**config.mk**
```make
export PLATFORM = sky130hd
export DESIGN_NAME = booth_issuer
export DESIGN_NICKNAME = d
export VERILOG_FILES = /design/src/rtl/booth_pkg.sv /design/src/rtl/booth_operand_fifo.sv /design/src/rtl/booth_issuer.sv
export SDC_FILE = /design/constraint.sdc
export NUM_CORES = 1
export LEC_CHECK = 0
export CORE_MARGIN = 2
export CORE_UTILIZATION = 50
export DETAILED_ROUTE_END_ITERATION = 12
export PLACE_DENSITY = 0.82
export SLEW_MARGIN = 20
export SYNTH_ARGS = -nofsm -noshare
export SYNTH_HDL_FRONTEND = slang
export SYNTH_SLANG_ARGS = --single-unit
```
**constraint.sdc**
```tcl
create_clock -name clk -period 4.98 [get_ports clk]
set_input_delay 0.996 -clock clk [delete_from_list [all_inputs] [get_ports clk]]
set_output_delay 0.996 -clock clk [all_outputs]
set_load 0.01 [all_outputs]
```
**src/rtl/booth_pkg.sv**
```systemverilog
// booth_pkg: shared definitions for the Booth operand-issue stage.
//   state_t        - issue FSM state encoding (2 bits)
//   DefaultTimeout - default WAIT-cycle limit before an error completion
package booth_pkg;

    typedef enum logic [1:0] {
        StIdle  = 2'd0,
        StStart = 2'd1,
        StWait  = 2'd2,
        StOut   = 2'd3
    } state_t;

    localparam int unsigned DefaultTimeout = 1000;

endpackage

```
**src/rtl/booth_operand_fifo.sv**
```systemverilog
// booth_operand_fifo: operand-pair FIFO feeding the Booth issue FSM.
// Ports:
//   clk, rst       - clock, asynchronous active-high reset
//   push, wdata    - write request and {M, Q} entry (ignored when full)
//   pop, rdata     - read request and current head entry (ignored when empty)
//   full, empty    - occupancy flags
//   count          - current occupancy, 0..DEPTH
module booth_operand_fifo #(
    parameter int unsigned nb    = 8,
    parameter int unsigned DEPTH = 4
) (
    input  logic                     clk,
    input  logic                     rst,
    input  logic                     push,
    input  logic [2*nb-1:0]          wdata,
    input  logic                     pop,
    output logic [2*nb-1:0]          rdata,
    output logic                     full,
    output logic                     empty,
    output logic [$clog2(DEPTH):0]   count
);

    localparam int unsigned AW = $clog2(DEPTH);

    // Pointers carry one extra bit so full and empty are distinguishable.
    logic [AW:0]     wr_ptr_q;
    logic [AW:0]     rd_ptr_q;
    logic [2*nb-1:0] mem [DEPTH];
    logic            do_push;
    logic            do_pop;

    assign do_push = push && !full;
    assign do_pop  = pop && !empty;

    assign count = wr_ptr_q - rd_ptr_q;
    assign full  = (count == (AW+1)'(DEPTH));
    assign empty = (count == '0);
    assign rdata = mem[rd_ptr_q[AW-1:0]];

    always_ff @(posedge clk or posedge rst) begin
        if (rst) begin
            wr_ptr_q <= '0;
            rd_ptr_q <= '0;
        end else begin
            if (do_push) begin
                wr_ptr_q <= wr_ptr_q + 1'b1;
            end
            if (do_pop) begin
                rd_ptr_q <= rd_ptr_q + 1'b1;
            end
        end
    end

    // Storage needs no reset: the head is only read when the FIFO is non-empty.
    always_ff @(posedge clk) begin
        if (do_push) begin
            mem[wr_ptr_q[AW-1:0]] <= wdata;
        end
    end

endmodule

```
**src/rtl/booth_issuer.sv**
```systemverilog
// booth_issuer: buffers signed operand pairs, issues them one at a time to a
// Booth sequential multiplier and reports each product with its latency.
// Ports:
//   clk, rst                   - clock, asynchronous active-high reset
//   in_valid/in_ready, in_m/q  - operand-pair input (in_ready = FIFO not full)
//   mul_start, mul_m, mul_q    - to Booth: one-cycle start, operands held stable
//   mul_valid, mul_o           - from Booth: done level and product
//   out_valid/out_ready        - result handshake
//   out_m, out_q, out_o        - issued operands and product (0 on timeout)
//   out_cycles                 - cycles from start pulse to completion, inclusive
//   out_err                    - completion was a timeout
//   fifo_count                 - current FIFO occupancy
module booth_issuer
    import booth_pkg::*;
#(
    parameter int unsigned nb      = 8,
    parameter int unsigned DEPTH   = 4,
    parameter int unsigned CW      = 16,
    parameter int unsigned TIMEOUT = DefaultTimeout
) (
    input  logic                   clk,
    input  logic                   rst,
    input  logic                   in_valid,
    output logic                   in_ready,
    input  logic [nb-1:0]          in_m,
    input  logic [nb-1:0]          in_q,
    output logic                   mul_start,
    output logic [nb-1:0]          mul_m,
    output logic [nb-1:0]          mul_q,
    input  logic                   mul_valid,
    input  logic [2*nb-1:0]        mul_o,
    output logic                   out_valid,
    input  logic                   out_ready,
    output logic [nb-1:0]          out_m,
    output logic [nb-1:0]          out_q,
    output logic [2*nb-1:0]        out_o,
    output logic [CW-1:0]          out_cycles,
    output logic                   out_err,
    output logic [$clog2(DEPTH):0] fifo_count
);

    state_t          state_q;
    logic [CW-1:0]   cnt_q;
    logic            mul_valid_q;
    logic            fifo_full;
    logic            fifo_empty;
    logic            fifo_push;
    logic            fifo_pop;
    logic [2*nb-1:0] fifo_head;
    logic            mul_done;

    // No same-cycle bypass: a pop in a full cycle does not open in_ready.
    assign in_ready  = !fifo_full;
    assign fifo_push = in_valid && in_ready;
    assign fifo_pop  = (state_q == StIdle) && !fifo_empty;

    // Only a fresh rising edge completes, so a valid level left over from the
    // previous operation cannot end the current one early.
    assign mul_done = mul_valid && !mul_valid_q;

    booth_operand_fifo #(
        .nb    (nb),
        .DEPTH (DEPTH)
    ) u_fifo (
        .clk   (clk),
        .rst   (rst),
        .push  (fifo_push),
        .wdata ({in_m, in_q}),
        .pop   (fifo_pop),
        .rdata (fifo_head),
        .full  (fifo_full),
        .empty (fifo_empty),
        .count (fifo_count)
    );

    always_ff @(posedge clk or posedge rst) begin
        if (rst) begin
            state_q     <= StIdle;
            cnt_q       <= '0;
            mul_valid_q <= 1'b0;
            mul_start   <= 1'b0;
            mul_m       <= '0;
            mul_q       <= '0;
            out_valid   <= 1'b0;
            out_m       <= '0;
            out_q       <= '0;
            out_o       <= '0;
            out_cycles  <= '0;
            out_err     <= 1'b0;
        end else begin
            mul_valid_q <= mul_valid;
            unique case (state_q)
                StIdle: begin
                    if (!fifo_empty) begin
                        mul_m     <= fifo_head[2*nb-1:nb];
                        mul_q     <= fifo_head[nb-1:0];
                        cnt_q     <= CW'(1);
                        mul_start <= 1'b1;
                        state_q   <= StStart;
                    end
                end
                StStart: begin
                    mul_start <= 1'b0;
                    cnt_q     <= cnt_q + CW'(1);
                    state_q   <= StWait;
                end
                StWait: begin
                    cnt_q <= cnt_q + CW'(1);
                    if (mul_done) begin
                        out_o      <= mul_o;
                        out_err    <= 1'b0;
                        out_m      <= mul_m;
                        out_q      <= mul_q;
                        out_cycles <= cnt_q;
                        out_valid  <= 1'b1;
                        state_q    <= StOut;
                    end else if (cnt_q == CW'(TIMEOUT)) begin
                        out_o      <= '0;
                        out_err    <= 1'b1;
                        out_m      <= mul_m;
                        out_q      <= mul_q;
                        out_cycles <= cnt_q;
                        out_valid  <= 1'b1;
                        state_q    <= StOut;
                    end
                end
                StOut: begin
                    if (out_ready) begin
                        out_valid <= 1'b0;
                        state_q   <= StIdle;
                    end
                end
                default: state_q <= StIdle;
            endcase
        end
    end

endmodule
```
==> summary.md <==
| Metric | Value |
|---|---|
| RSZ-0062 raised after global routing | no |
| CTS Buffer Depth | 2 |
| Period utilisation layout | between 70% and 80% |
| Root Buffer | clkbuf_16 |
| Yosys Warn Count | 0 |
| Tmin final | approximately 3.7 ns |
| Final count of hold timing violations | 0 |
| Fmax | 268.3 MHz |
| Largest net degree at the start of global routing | a little over 70 |
| WL/cell | 18.37 µm |
| Post-synth top area share | between 30% and 40% |
| Synth area leader | dfrtp_1 |
| Boundary Pins | 108 |
| Synth Register Bits | 156 |
| # H-tree levels | 4 |
| Resized Gates After CTS | 0 |
| Clock transition at path regs | 0.06 ns |
| Nets | 571 |
| GRT Total Usage | approximately a fifth |
| Synthesized cell area | between 6000 and 7000 µm² |
| Slew Limit Fails | 0 |
| Vias per cell | approximately 5.5 |
| Die ar. | between 10000 and 15000 µm² |
| Vias in the first global route | between 4000 and 5000 |
| First-pass GRT wire length | roughly 21 mm |
| # DRC | 0 |
| Crit start category | register |
| Fin area | about 8200 µm² |
| Initial DRT Pass Iterations | 5 |
| PortBufs | 107 |
| Status | completed |
| TritonCTS clock tree | built |
| Area after DPL | 7614 µm² |
| Pleak | between 3 and 4 nW |
| Via Count | slightly below 4000 |
| Required time worst endpoint | approximately 4 ns |
| P per Cell Area | about 640 nW/µm² |
| VDD IR max | between 0.4 and 0.5 mV |
| WL final | approximately 13 mm |
| Worst Clk Skew | between 0.005 and 0.006 ns |
| Number of max-cap violations | 0 |
| Sequential area share after synthesis | around two thirds |
| Rows | between 40 and 50 |
| Setup-failing EPs final | 0 |
| Antenna Violating Nets Remaining | 0 |
| Dpl hpwl | around 8.4 mm |
| Worst hold path class | reg2reg |
| Area grow syn2layout | 29.17% |
| Number of synthesized flops with an enable pin | 64 |
| Crit path DAT | approximately 2.7 ns |
| Initial core utilization | 50.72% |
| Sink Count | 156 |
| Placeable core area | 12520 µm² |
| Ranking of synthesized cells by area | dfrtp_1 (36%), edfxtp_1 (30%), mux2_1 (8.7%) |
| Tightest Pin Transition | 0.8997 ns |
| Post-synthesis instance total | 405 |
| Crit Path Class | reg2out |
| Initial antenna violation count | 0 |
| GR Overflow Total | 0 |
| # hold bufs at CTS | 0 |
| Postcts setup bufs | 0 |
| Post-synthesis async set-or-reset flop share | approximately 59% |
| # diodes | 0 |
| Count of cell types in the netlist | 53 |
| Clk Latency, worst-skew pair | 0.42 ns |
| CP Max Fanout | 19 |
| Synthesized Nets | approximately 460 |
| Layout cells sized above 1 | 10.88% |
| DIE WIDTH | 116.7 µm |
| Setup TNS | 0 ns |
| CP Capture Type | output pin |
| Top FF cell, synth | dfrtp_1 |
| Die height | about 120 µm |
| Tot Pwr | ~5.3 mW |
| Final Wtd Congestion | 0.8866 |
| Avg Inst Size Synth | roughly 16 µm² |
| Rel. slew slack | approximately 40% |
| Total CTS buffers | 17 |
| DRT iter0 DRCs | around 230 |
## state kept, by name, indices dropped and copies added (netlist names), 2 cells and up
| name | flops |
|---|---|
| mul_m | 8 |
| mul_q | 8 |
| out_o | 16 |
| u_fifo.mem | 64 |
| u_fifo.rd_ptr_q | 3 |
| out_m | 8 |
| out_cycles | 16 |
| state_q | 2 |
| cnt_q | 16 |
| u_fifo.wr_ptr_q | 3 |
| out_q | 8 |
## layer usage
metal / vias up / share of wire [%] / global-route usage, %
li1: 1763 / - / -
met1: 1940 / 41 / 26.09
met2: 143 / 52 / 34.95
met3: 20 / 5.3 / 4.982
met4: 0 / 1.7 / 8.392
met5: - / 0 / 0
## cell families (layout without fill, tap and decap cells)
kind of cell | after synthesis | after routing | synth area share [%]
flip-flops | 156 | 156 | 66.54
adder cells (fa/ha/maj) | 14 | 14 | 2.877
AND/OR/NAND/NOR | 66 | 66 | 5.676
XOR/XNOR | 5 | 5 | 0.9067
buffers and inverters | 34 | 162 | 2.326
AO/OA/AOI/OAI | 63 | 63 | 6.997
multiplexers | 67 | 67 | 14.68
## stage by stage
step                worst slack, ns  utilization (%)  instances  hold WS [ns]
floorplan                     1.592                -        405        0.4434
global placement              1.739            60.83        672        0.4732
detailed placement            1.677            60.83        672        0.4746
CTS                           1.162            65.39        704        0.4864
global route                  1.107            65.51        705        0.4997
finish                        1.253            65.51        705        0.4852
## critical path: stages (launching register included)
cell and delay, ns:
dfrtp_1 0.91, fa_1 0.56, and2_1 0.21, nand2_1 0.10, clkdlybuf4s50_1 0.54
## worst paths after layout
| kind | from | to | slack, ns | cells after the start |
|---|---|---|---|---|
| worst min register to register | out_cycles[9] | out_cycles[9] | 0.49 | 1 |
| worst max-delay path | u_fifo.rd_ptr_q[1] | in_ready | 1.25 | 4 |
| min in group asynchronous | rst | mul_q[2] | 1.13 | 2 |
| worst min-delay path | out_cycles[9] | out_cycles[9] | 0.49 | 1 |
| max in group asynchronous | rst | out_valid | 3.00 | 3 |
| worst max register to register | u_fifo.rd_ptr_q[1] | u_fifo.mem[3][5] | 1.71 | 4 |
## cells in the mapped netlist (3+ instances only)
master    count
nor4_1        4
and2_1        8
o21ai_1      13
a21oi_1       6
ha_1         13
mux4_2       16
nand2_1      17
a31oi_1       3
a32oi_1       4
a22o_1       17
o21ai_0       5
nor2_1       12
nand3_1       6
clkbuf_1      7
dfrtp_1      92
edfxtp_1     64
mux2_1       49
nor3_1        3
inv_1        16
buf_2         4
## power by group
| part | internal (mW) | switching [mW] |
|---|---|---|
| sequential | 1.77 | 0.247 |
| clock | 0.750 | 0.493 |
| combinational | 1.03 | 0.992 |
| total | 3.55 | 1.73 |
## layout by cell type, fill, tap and decap left out, types with 3 or more instances in the layout
master           count
clkdlybuf4s50_1    107
dfrtp_1             92
edfxtp_1            64
mux2_1              49
a22o_1              17
nand2_1             17
clkbuf_16           17
mux4_2              16
inv_1               15
o21ai_1             13
ha_1                13
nor2_1              12
and2_1               8
nand3_1              6
a21oi_1              6
o21ai_0              5
a32oi_1              4
nor4_1               4
clkinv_2             4
buf_4                4
nor3_1               3
a31oi_1              3
clkbuf_1             3
## layout make-up
class,instances,area [µm²]
clock inverters,11,121.4
fillers,924,4317
repair buffers,112,1116
clock buffers,21,450.4
inverters,18,70.07
multi-input cells,215,2003
flip-flops and latches,156,4224
well taps,172,215.2
Power figures use the tool's default switching activity.
